### config.mk
export PLATFORM = sky130hd
export DESIGN_NAME = alu_mult_sequencer_flat
export DESIGN_NICKNAME = d
export VERILOG_FILES = /design/src/rtl/alu_mult_sequencer_if.sv /design/src/rtl/alu_mult_sequencer.sv /design/src/flat_wrapper.sv
export SDC_FILE = /design/constraint.sdc
export NUM_CORES = 1
export LEC_CHECK = 0
export ABC_AREA = 1
export CORE_ASPECT_RATIO = 1.5
export CORE_MARGIN = 1.5
export CORE_UTILIZATION = 54
export DETAILED_ROUTE_END_ITERATION = 7
export GPL_ROUTABILITY_DRIVEN = 0
export PLACE_DENSITY = 0.87
export RECOVER_POWER = 50
export SLEW_MARGIN = 20
export SYNTH_ARGS = -nofsm -noshare
export SYNTH_HDL_FRONTEND = slang
export SYNTH_SLANG_ARGS = --single-unit
export TNS_END_PERCENT = 10
### constraint.sdc
create_clock -name clk -period 1.9 [get_ports clk]
set_input_delay 0.285 -clock clk [delete_from_list [all_inputs] [get_ports clk]]
set_output_delay 0.285 -clock clk [all_outputs]
set_load 0.01 [all_outputs]
### src/rtl/alu_mult_sequencer_if.sv
// Operand/result bundle between the execute stage and the multiply sequencer.
// Latency: none, wires only.
// Backpressure: the sequencer's stall output holds the issuing stage.
interface alu_mult_sequencer_if #(
    parameter int WIDTH = 16
);
    logic             issue;
    logic [3:0]       ALU_Cnt;
    logic             flush;
    logic [WIDTH-1:0] op_a;
    logic [WIDTH-1:0] op_b;
    logic             stall;
    logic             busy;
    logic             done;
    logic [WIDTH-1:0] product_lo;
    logic [WIDTH-1:0] product_hi;

    // Execute stage side: issues operations and observes stall/result.
    modport master (
        output issue, ALU_Cnt, flush, op_a, op_b,
        input  stall, busy, done, product_lo, product_hi
    );

    // Sequencer side.
    modport slave (
        input  issue, ALU_Cnt, flush, op_a, op_b,
        output stall, busy, done, product_lo, product_hi
    );
endinterface

### src/rtl/alu_mult_sequencer.sv
// Multi-cycle unsigned shift-add multiplier for ALU_Cnt 4'b0111.
// Latency: issue at cycle 0, WIDTH RUN cycles, one-cycle done at cycle WIDTH+1.
// Backpressure: stall is high from the issue cycle through the last RUN cycle.
module alu_mult_sequencer #(
    parameter int WIDTH = 16,
    parameter int CNT_W = 5
) (
    input  logic                 clk,
    input  logic                 reset,
    alu_mult_sequencer_if.slave  bus
);
    localparam logic [3:0]       MULT_CODE = 4'b0111;
    localparam logic [CNT_W-1:0] CNT_INIT  = CNT_W'(WIDTH);
    localparam logic [CNT_W-1:0] CNT_LAST  = CNT_W'(1);

    typedef enum logic [1:0] {
        IDLE = 2'd0,
        RUN  = 2'd1,
        DONE = 2'd2
    } state_t;

    state_t           state;
    state_t           state_nxt;
    logic [CNT_W-1:0] counter;
    logic [WIDTH-1:0] mcand;
    logic [WIDTH-1:0] mplier;
    logic [WIDTH-1:0] acc;
    logic [WIDTH-1:0] prod_hi;
    logic [WIDTH-1:0] prod_lo;
    logic [WIDTH:0]   sum;
    logic             is_mult;
    logic             load;
    logic             capture;
    logic             stall_c;
    logic             busy_c;
    logic             done_c;

    assign is_mult = bus.issue && (bus.ALU_Cnt == MULT_CODE);

    // Partial-product add keeps the carry so the top product bit is never lost.
    assign sum = mplier[0] ? ({1'b0, acc} + {1'b0, mcand}) : {1'b0, acc};

    // State register.
    always_ff @(posedge clk) begin
        if (reset) begin
            state <= IDLE;
        end else begin
            state <= state_nxt;
        end
    end

    // Next-state decode and handshake outputs; flush drops stall/done immediately.
    always_comb begin
        state_nxt = state;
        stall_c   = 1'b0;
        busy_c    = 1'b0;
        done_c    = 1'b0;
        load      = 1'b0;
        capture   = 1'b0;
        case (state)
            IDLE: begin
                stall_c = is_mult;
                if (is_mult && !bus.flush) begin
                    state_nxt = RUN;
                    load      = 1'b1;
                end
            end
            RUN: begin
                busy_c  = 1'b1;
                stall_c = !bus.flush;
                if (bus.flush) begin
                    state_nxt = IDLE;
                end else if (counter == CNT_LAST) begin
                    state_nxt = DONE;
                end
            end
            DONE: begin
                // Unconditional return to IDLE so the committing instruction
                // cannot re-trigger itself.
                done_c    = !bus.flush;
                capture   = !bus.flush;
                state_nxt = IDLE;
            end
            default: begin
                state_nxt = IDLE;
            end
        endcase
    end

    // Datapath: operand latch, shift-add iteration, and committed product hold.
    always_ff @(posedge clk) begin
        if (reset) begin
            counter <= '0;
            mcand   <= '0;
            mplier  <= '0;
            acc     <= '0;
            prod_hi <= '0;
            prod_lo <= '0;
        end else begin
            if (load) begin
                mcand   <= bus.op_a;
                mplier  <= bus.op_b;
                acc     <= '0;
                counter <= CNT_INIT;
            end else if (state == RUN && !bus.flush) begin
                acc     <= sum[WIDTH:1];
                mplier  <= {sum[0], mplier[WIDTH-1:1]};
                counter <= counter - CNT_LAST;
            end else if (bus.flush) begin
                counter <= '0;
            end
            if (capture) begin
                prod_hi <= acc;
                prod_lo <= mplier;
            end
        end
    end

    assign bus.stall      = stall_c;
    assign bus.busy       = busy_c;
    assign bus.done       = done_c;
    // The DONE cycle shows the fresh result; otherwise the last committed one.
    assign bus.product_hi = (state == DONE) ? acc    : prod_hi;
    assign bus.product_lo = (state == DONE) ? mplier : prod_lo;
endmodule

### src/flat_wrapper.sv
// flat-port wrapper written by rule: the top's interface ports become plain ports
module alu_mult_sequencer_flat 
#(
    parameter int WIDTH = 16,
    parameter int CNT_W = 5
)
  (clk, reset, bus_issue, bus_ALU_Cnt, bus_flush, bus_op_a, bus_op_b, bus_stall, bus_busy, bus_done, bus_product_lo, bus_product_hi);
  alu_mult_sequencer_if #(.WIDTH(WIDTH)) bus_i ();
  input  logic clk;
  input  logic reset;
  input wire logic [$bits(bus_i.issue)-1:0] bus_issue;
  input wire logic [$bits(bus_i.ALU_Cnt)-1:0] bus_ALU_Cnt;
  input wire logic [$bits(bus_i.flush)-1:0] bus_flush;
  input wire logic [$bits(bus_i.op_a)-1:0] bus_op_a;
  input wire logic [$bits(bus_i.op_b)-1:0] bus_op_b;
  output wire logic [$bits(bus_i.stall)-1:0] bus_stall;
  output wire logic [$bits(bus_i.busy)-1:0] bus_busy;
  output wire logic [$bits(bus_i.done)-1:0] bus_done;
  output wire logic [$bits(bus_i.product_lo)-1:0] bus_product_lo;
  output wire logic [$bits(bus_i.product_hi)-1:0] bus_product_hi;
  assign bus_i.issue = bus_issue;
  assign bus_i.ALU_Cnt = bus_ALU_Cnt;
  assign bus_i.flush = bus_flush;
  assign bus_i.op_a = bus_op_a;
  assign bus_i.op_b = bus_op_b;
  assign bus_stall = bus_i.stall;
  assign bus_busy = bus_i.busy;
  assign bus_done = bus_i.done;
  assign bus_product_lo = bus_i.product_lo;
  assign bus_product_hi = bus_i.product_hi;
  alu_mult_sequencer #(.WIDTH(WIDTH), .CNT_W(CNT_W)) u_core (.clk(clk), .reset(reset), .bus(bus_i));
endmodule
[Word level (Yosys, flattened, before mapping)]
Cells that the tools add are included.
Storage, ports and cells
  bits in read-only memories: 0
  word-level logic and storage cells: 43
  latch bits: 0
  bits in registers: 87
  memories: 0
  bits in writable memories: 0
Cells by class
  div/mod/pow operators: 0
  eq/ne operators: 6
  $mul: 0
  muxes and demuxes: 17
  add/subtract/negate cells: 2
  bitwise logic cells: 0
  $lt $le $gt $ge: 0
  shifts and indexed selects: 0
  reductions and logical operators: 10
Operators by type and width (count)
  16-bit two-way mux: 4
  16-bit by 16-bit adder with 17-bit output: 1
  17-bit two-way mux: 1
  5-bit two-way mux: 3
  2-bit two-way mux: 3
  5-bit by 1-bit == test with 1-bit output, second input constant: 1
  5-bit by 1-bit subtractor with 5-bit output, second input constant: 1
  4-bit by 3-bit == test with 1-bit output, second input constant: 1
  1-bit two-way mux: 4
  2-bit case mux with 2 select lines: 1
  2-bit nonzero test: 2
  1-bit logical AND: 3
  3-bit by 2-bit != test with 1-bit output, second input constant: 1
  3-bit nonzero test: 1
  2-bit by 1-bit == test with 1-bit output, second input constant: 1
  2-bit == test, second input constant: 1
  2-bit zero test: 1
  2-bit by 1-bit != test with 1-bit output, second input constant: 1
  1-bit case mux with 2 select lines: 1
  2-bit AND reduction: 1
  2-bit OR reduction: 1
  1-bit zero test: 1

[Logic depth before layout (Yosys ltp)]
Gate-level depths: netlist (run 1).
  depth after elaboration: 6
  mapped depth: 12

[Worst setup path after synthesis (run 1)]
OpenSTA, ideal clock, no wires.
  path kind: reg-to-reg
  from: register u_core.acc[0]
  to: register u_core.acc[11]
  buffers on the path: 0
  data arrival time: 1.584 ns
  path slack: 0.197 ns
  library setup time: 0.120 ns
  data required time: 1.780 ns
  cell stages (with the launch flop): 12
  cells stage by stage: dfxtp_1 > ha_1 > fa_1 > nand2_1 > nand2_1 > and2_1 > nand3_1 > nand3_1 > nand2_1 > nand3_1 > nand2_1 > a21oi_1
On the way
  word-level cells in the longest chain between the ends: 2
RTL lines
  start: declaration: line alu_mult_sequencer.sv:27  | logic [WIDTH-1:0] acc;
  start signal: assignment: line alu_mult_sequencer.sv:106  | acc <= sum[WIDTH:1];
  16-bit by 16-bit adder with 17-bit output: line alu_mult_sequencer.sv:41  | assign sum = mplier[0] ? ({1'b0, acc} + {1'b0, mcand}) : {1'b0, acc};
  17-bit two-way mux: line alu_mult_sequencer.sv:41
Every way passes these cells.
A chain may end at the register's enable or synchronous reset.

[Final worst setup path (run 1)]
  from: input port bus_ALU_Cnt[0]
  to: register u_core.mplier[6]
On the way
  word-level cells in the longest chain between the ends: 6
RTL lines
  start: declaration: line flat_wrapper.sv:12  | input wire logic [$bits(bus_i.ALU_Cnt)-1:0] bus_ALU_Cnt;
  4-bit by 3-bit == test with 1-bit output *: line alu_mult_sequencer.sv:38  | assign is_mult = bus.issue && (bus.ALU_Cnt == MULT_CODE);
  1-bit logical AND *: line alu_mult_sequencer.sv:38
  1-bit logical AND *: line alu_mult_sequencer.sv:63  | if (is_mult && !bus.flush) begin
  1-bit two-way mux *: line alu_mult_sequencer.sv:63
  1-bit two-way mux *: line alu_mult_sequencer.sv:60  | case (state)
  16-bit two-way mux or 2-bit nonzero test (tied branches)
  end signal: assignment: line alu_mult_sequencer.sv:102  | mplier <= bus.op_b;
  end signal: assignment: line alu_mult_sequencer.sv:107  | mplier <= {sum[0], mplier[WIDTH-1:1]};
  end: declaration: line alu_mult_sequencer.sv:26  | logic [WIDTH-1:0] mplier;
Mark *: on every way between the ends. The rest lies on a longest branch, timed or not.

==> results of run 1 <==
-- state kept, by name (all words and copies together), names as in the netlist --
| name | flops |
|---|---|
| u_core.acc | 16 |
| u_core.prod_hi | 16 |
| u_core.counter | 5 |
| u_core.state | 2 |
| u_core.prod_lo | 16 |
| u_core.mcand | 16 |
| u_core.mplier | 16 |
-- how the worst max path moves through the flow --
stage	startpoint	to	slack (ns)	cells after the start
after floorplan	u_core.acc[0]$_SDFFE_PP0P_	u_core.acc[11]$_SDFFE_PP0P_	0.20	11
after global placement	bus_ALU_Cnt[1]	bus_stall	-0.05	6
after detailed placement	bus_ALU_Cnt[1]	u_core.acc[4]$_SDFFE_PP0P_	-0.09	11
after CTS	u_core.state[1]$_SDFFE_PP0P_	bus_product_hi[9]	-0.11	7
after global routing	bus_ALU_Cnt[1]	u_core.mplier[6]$_SDFFE_PP0P_	-0.09	10
final	bus_ALU_Cnt[0]	u_core.mplier[6]$_SDFFE_PP0P_	-0.008	10
-- power breakdown --
part | total, µW | switching, µW | internal, µW
sequential | 1840 | 6.67 | 1830
combinational | 186 | 84.3 | 102
clock | 2170 | 716 | 1460
-- worst reg2reg max path, stage by stage (launching register included) --
cell and delay [ns]:
dfxtp_2 0.33, inv_2 0.05, nor2_4 0.16, buf_6 0.18, inv_1 0.06, nor2_1 0.13, clkbuf_4 0.16, inv_2 0.03
buf_6 0.21, o21ai_0 0.30, a21oi_1 0.08
-- logic make-up (layout without fill, tap and decap cells) --
family	Yosys count	after routing	synth area share
adder cells (fa/ha/maj)	19	19	0.05266
XOR/XNOR	7	7	0.01317
multiplexers	1	1	0.002149
AND/OR/NAND/NOR	300	300	0.2598
buffers and inverters	124	210	0.1042
AO/OA/AOI/OAI	174	174	0.1940
flip-flops	87	87	0.3740
-- routing by layer --
layer	wire (µm)	global-route usage
met2	6895	0.5368
met4	519	0.1485
met5	0	0
met3	710	0.05859
met1	4907	0.2999
-- layout by cell type (no fill, tap or decap), types with 3 or more instances in the layout --
cell type        Yosys  final
a21oi_1             65     65
a31oi_1             15     15
buf_12               0      3
buf_2               13     13
buf_4                1     17
bufinv_16            0      4
clkbuf_16            0      9
clkbuf_2             0      7
clkbuf_4             0      4
clkdlybuf4s15_1      0     10
clkdlybuf4s50_1      0     40
dfxtp_1             87     81
dfxtp_2              0      6
dlygate4sd2_1        0      7
ha_1                18     17
inv_1               82     84
inv_2                7      5
nand2_1            194    193
nand3_1             24     23
nor2_1              67     66
nor2_4               2      3
nor3_1               5      5
o21ai_0             72     70
o21ai_1             18     19
xor2_1               7      7
-- timing repair --
item                                    4_1_cts  5_1_grt
cloned                                        2        0
buffers inserted                              2        1
hold endpoints to repair                      0        0
resized for setup                            76       34
pin swaps                                     1        2
endpoints found under the setup margin       34       38
-- metrics by stage --
| stage | hold WS, ns | setup WS, ns | cell area (µm²) |
|---|---|---|---|
| CTS | 0.4460 | -0.1066 | 6025 |
| global placement | 0.4319 | -0.05045 | 5645 |
| finish | 0.4466 | -0.007702 | 5993 |
| global route | 0.4668 | -0.09393 | 5993 |
| floorplan | 0.3643 | 0.1969 | 4657 |
| detailed placement | 0.4360 | -0.09071 | 5645 |
-- synth_stat cells --
library cell / number / area (µm²)
nor2_1: 67 / 251.5
nor2_4: 2 / 22.52
buf_2: 13 / 65.06
buf_1: 4 / 15.01
nand2_2: 1 / 6.260
o21ai_2: 1 / 8.760
a221oi_1: 1 / 8.760
nor3_1: 5 / 25.02
nand3b_1: 2 / 15.01
nand3_1: 24 / 120.1
xor2_1: 7 / 61.31
ha_1: 18 / 225.2
clkbuf_1: 17 / 63.81
o311ai_1: 1 / 8.760
a21oi_1: 65 / 325.3
or2_2: 1 / 6.260
inv_1: 82 / 307.8
a22oi_1: 1 / 7.510
inv_2: 7 / 26.28
a31oi_1: 15 / 93.84
nor3_4: 1 / 16.27
fa_1: 1 / 20.02
mux2i_1: 1 / 10.01
dfxtp_1: 87 / 1742
o21ai_0: 72 / 360.4
o21ai_1: 18 / 90.09
nand2_1: 194 / 728.2
buf_4: 1 / 7.510
and2_1: 1 / 6.260
nand4_1: 2 / 12.51
-- final cells by class --
type | count | area (µm²)
clock buffers | 11 | 242.7
clock inverters | 5 | 128.9
fillers | 672 | 2420
inverters | 89 | 334.1
multi-input cells | 501 | 2447
flip-flops and latches | 87 | 1749
well taps | 107 | 133.9
repair buffers | 105 | 957.2
==> run metrics, run 1 <==
outcome=complete, but fails checks; failing checks=setup timing; global route overflow=0; final wirelength=around 13,000 µm; WP buf/inv=3; layout cell share with drive strength beyond 1=0.1078; reg2reg setup slack=0.07 ns; Layout Skew=around 0.0073 ns; largest net degree at the start of global routing=65; setup ws final=-0.007702 ns; endpoints failing setup=1; CTS Root Cell=clkbuf_16; Worst Hold Class=register to register; Seq/Total Area, Yosys=0.3740; min-delay src=u_core.prod_lo[11]$_SDFFE_PP0P_; worst path required time=2.12 ns; FF-to-FF End=u_core.prod_hi[6]$_SDFFE_PP0P_; crit-path cells=clkdlybuf4s50_1, nand2_1, nor2_1, nand3_1, clkbuf_4, nor3_2, clkbuf_4, nor2_4, nand2_1, a31oi_1; Mapped Cells=712; R2R cell count=10; # IOs=75; syn_nets=771; WL/cell=14.40 µm; Hold Vio Cnt, Final=0; clock slew at reported path FFs=around 0.060 ns; clock sink count=87; initial antenna violation count=0; CP startpoint kind=input port; P per Cell Area=700.2 mW/mm²; Pwr Total=around 4200 µW; register bit count reported by yosys=87; vias in the first global route=4,686; CP endpoint kind=register; worst path arrival time=around 2.1 ns; synthesized area=0.004657 mm²; filler-free cell count of the finished design=905; CTS tree=built; CP Max Fanout=17; DIE HEIGHT=116.7 µm; nets=852; R2R Path Start=u_core.state[1]$_SDFFE_PP0P_; Cell Rows=41; Total GRT Usage=0.2868; first-pass GRT wire length=20,840 µm; full die area=0.009202 mm²; DRT iter0 DRCs=356; largest stage delay on the critical path=around 0.46 ns; maxcap violations=0; number of routed nets with antenna violations=0; Area Overhead vs Synth=28.69%; Worst-Margin Slew=0.5580 ns; critical path class=input port to register; standby leakage power=0.002590 µW; post-layout util=0.7124; Starting Density=0.5535; clock tree buffer depth=2; setup TNS=-0.007702 ns; Hold Path End=u_core.prod_lo[11]$_SDFFE_PP0P_; Tmin final=1.908 ns; Post-Place Cells=approximately 880; Die Width=78.83 µm; drt pass-1 iters=7; # DRC=0; H-tree depth=3; hold_buf cts=0; Max Slew Vio Count=0; Max-slew headroom=0.6280; Vias=4,989; Top delay family on crit path=buffers and inverters; Core Area=~0.0084 mm²; Port Buf Inserts=74; dpl hpwl=roughly 8500 µm; period utilization=1.004; Max IR drop VDD=0.5871 mV; ant diodes=0; Synthesis Warnings=0; Netlist cell types=30; Max Clk Rate=roughly 520 MHz; Worst Hold Path Cells=2; via/cell ratio=5.513; clk_lat worst skew=0.34 ns; Slowest cell on crit path=clkdlybuf4s50_1; RSZ-0062 raised after global routing=yes; CTS Buf Count=9; Post-Syn Area per Cell=6.541 µm²
(Power assumes the default switching activity.)
==> run 2: changes to the inputs <==
Settings changed: SLEW_MARGIN 20 to not set.
==> results of run 2 <==
Same layout as run 1: the final DEF is identical, and so are final timing and power.
==> run 3: changes to the inputs <==
Settings changed: CORE_MARGIN 1.5 to not set.
==> run 3 against run 2 <==
The flow now finishes without violations. Clock skew is 0.0010 ns higher. Clock power is 23% lower. Die area is 2.1% lower. Largest power group is now registers. Via count is 0.16% higher. Cell area is 0.46% lower. Power is 12% lower. Register-to-register slack better by 0.03 ns.
==> run metrics, run 3 (synthesized netlist as in run 1, its figures left out) <==
filler-free cell count of the finished design=903; Max IR drop VDD=roughly 0.59 mV; Top delay family on crit path=buffers and inverters; # DRC=0; Max Clk Rate=529.4 MHz; worst path required time=1.62 ns; period utilization=0.9941; worst path arrival time=1.60 ns; Hold Path End=u_core.prod_hi[12]$_SDFFE_PP0P_; crit-path cells=inv_2, nor2_4, buf_6, buf_16, o21ai_0, clkdlybuf4s15_1; Slowest cell on crit path=dfxtp_2; DIE HEIGHT=between 100 and 150 µm; layout cell share with drive strength beyond 1=0.09171; H-tree depth=3; clock tree buffer depth=2; WP buf/inv=4; RSZ-0062 raised after global routing=yes; number of routed nets with antenna violations=0; Max-slew headroom=0.6380; vias in the first global route=around 4,600; Tmin final=1.889 ns; Pwr Total=3712 µW; Min Hold Slack=0.4458 ns; Hold Vio Cnt, Final=0; P per Cell Area=just over 600 mW/mm²; Worst Hold Class=register to register; Total GRT Usage=0.2888; R2R Path Start=u_core.acc[10]$_SDFFE_PP0P_; CTS tree=built; WL/cell=14.04 µm; commonest non-fill, non-tap cells in the layout=194 x nand2_1, 83 x inv_1, 82 x dfxtp_1; ant diodes=0; maxcap violations=0; Area Overhead vs Synth=28.10%; Worst-Margin Slew=0.5430 ns; CP startpoint kind=register; min-delay src=u_core.prod_hi[12]$_SDFFE_PP0P_; Fillers=674; full die area=between 0.009 and 0.01 mm²; hold_buf cts=0; initial antenna violation count=0; R2R cell count=10; # IOs=75; reg2reg setup slack=0.10 ns; Layout Skew=0.008298 ns; largest net degree at the start of global routing=47; CP Max Fanout=20; Vias=4,997; Port Buf Inserts=74; final wirelength=12,680 µm; Cell Rows=41; critical path class=register to output port; Die Width=around 80 µm; dpl hpwl=8612 µm; Core Area=0.008413 mm²; clock slew at reported path FFs=0.06 ns; final instance area=about 0.0060 mm²; DRT iter0 DRCs=394; first-pass GRT wire length=between 20,000 and 25,000 µm; Worst path depth=6; CTS Root Cell=clkbuf_16; placed instance area=0.005640 mm²; outcome=finished, final reports clean; CTS Buf Count=9; commonest non-fill, non-tap cell in the layout=nand2_1; largest stage delay on the critical path=0.34 ns; standby leakage power=0.002693 µW; drt pass-1 iters=7; FF-to-FF End=u_core.acc[14]$_SDFFE_PP0P_; Post-Place Cells=slightly below 900; clock sink count=between 80 and 90; endpoints failing setup=0; CP endpoint kind=output port; via/cell ratio=roughly 5.5; Starting Density=0.5535; clk_lat worst skew=0.35 ns; Worst Hold Path Cells=2; nets=850; global route overflow=0; Max Slew Vio Count=0
run 3: metal layers:
metal	vias up	track usage	wire length, µm
li1	2436	-	-
met1	2278	0.3074	4769
met2	240	0.5375	6625
met3	43	0.04409	777
met4	0	0.1673	503
met5	-	0	0
run 3: tightest hold or removal path: stages, from the launching register on:
cell,delay [ns]
dfxtp_1,0.30
inv_1,0.05
a21oi_1,0.05
run 3: what timing repair did:
| action | 4_1_cts | 5_1_grt |
|---|---|---|
| cloned | 1 | 0 |
| buffers inserted | 1 | 0 |
| resized for setup | 36 | 53 |
| endpoints found under the setup margin | 34 | 39 |
| hold endpoints to repair | 0 | 0 |
| pin swaps | 1 | 1 |
run 3: area by class of cell:
cell class / instances / area (µm²) / share of cell area
sequential: 87 / 1748 / 0.2930
multi-input combinational: 501 / 2464 / 0.4130
timing repair buffer: 103 / 1003 / 0.1682
tap: 107 / 133.9 / 0.02244
inverter: 89 / 334.1 / 0.05600
clock inverter: 6 / 43.79 / 0.007341
clock buffer: 10 / 239.0 / 0.04006
run 3: worst max-delay path by stage:
stage | slack (ns) | end | start
4_1_cts | -0.23 | bus_product_lo[7] | u_core.state[1]$_SDFFE_PP0P_
3_5_place_dp | -0.05 | bus_stall | bus_ALU_Cnt[1]
6_report | 0.01 | bus_product_hi[7] | u_core.state[1]$_SDFFE_PP0P_
5_1_grt | -0.03 | bus_product_hi[7] | u_core.state[1]$_SDFFE_PP0P_
3_3_place_gp | -0.04 | bus_stall | bus_ALU_Cnt[1]
2_1_floorplan | 0.20 | u_core.acc[11]$_SDFFE_PP0P_ | u_core.acc[0]$_SDFFE_PP0P_
run 3: power by group:
part           switching [µW]  leakage [µW]  internal (µW)
clock network             755      0.000139            928
registers                7.33      0.000703           1830
logic                    84.9       0.00185            105
total                     847       0.00269           2870
run 3: stage by stage:
step           setup WS, ns  TNS [ns]    util
2_1_floorplan        0.1969         0       -
3_3_place_gp       -0.04084  -0.04084  0.6704
3_5_place_dp       -0.04516  -0.07716  0.6704
4_1_cts             -0.2309    -2.640  0.7057
5_1_grt            -0.03463   -0.1073  0.7091
6_report            0.01113         0  0.7091
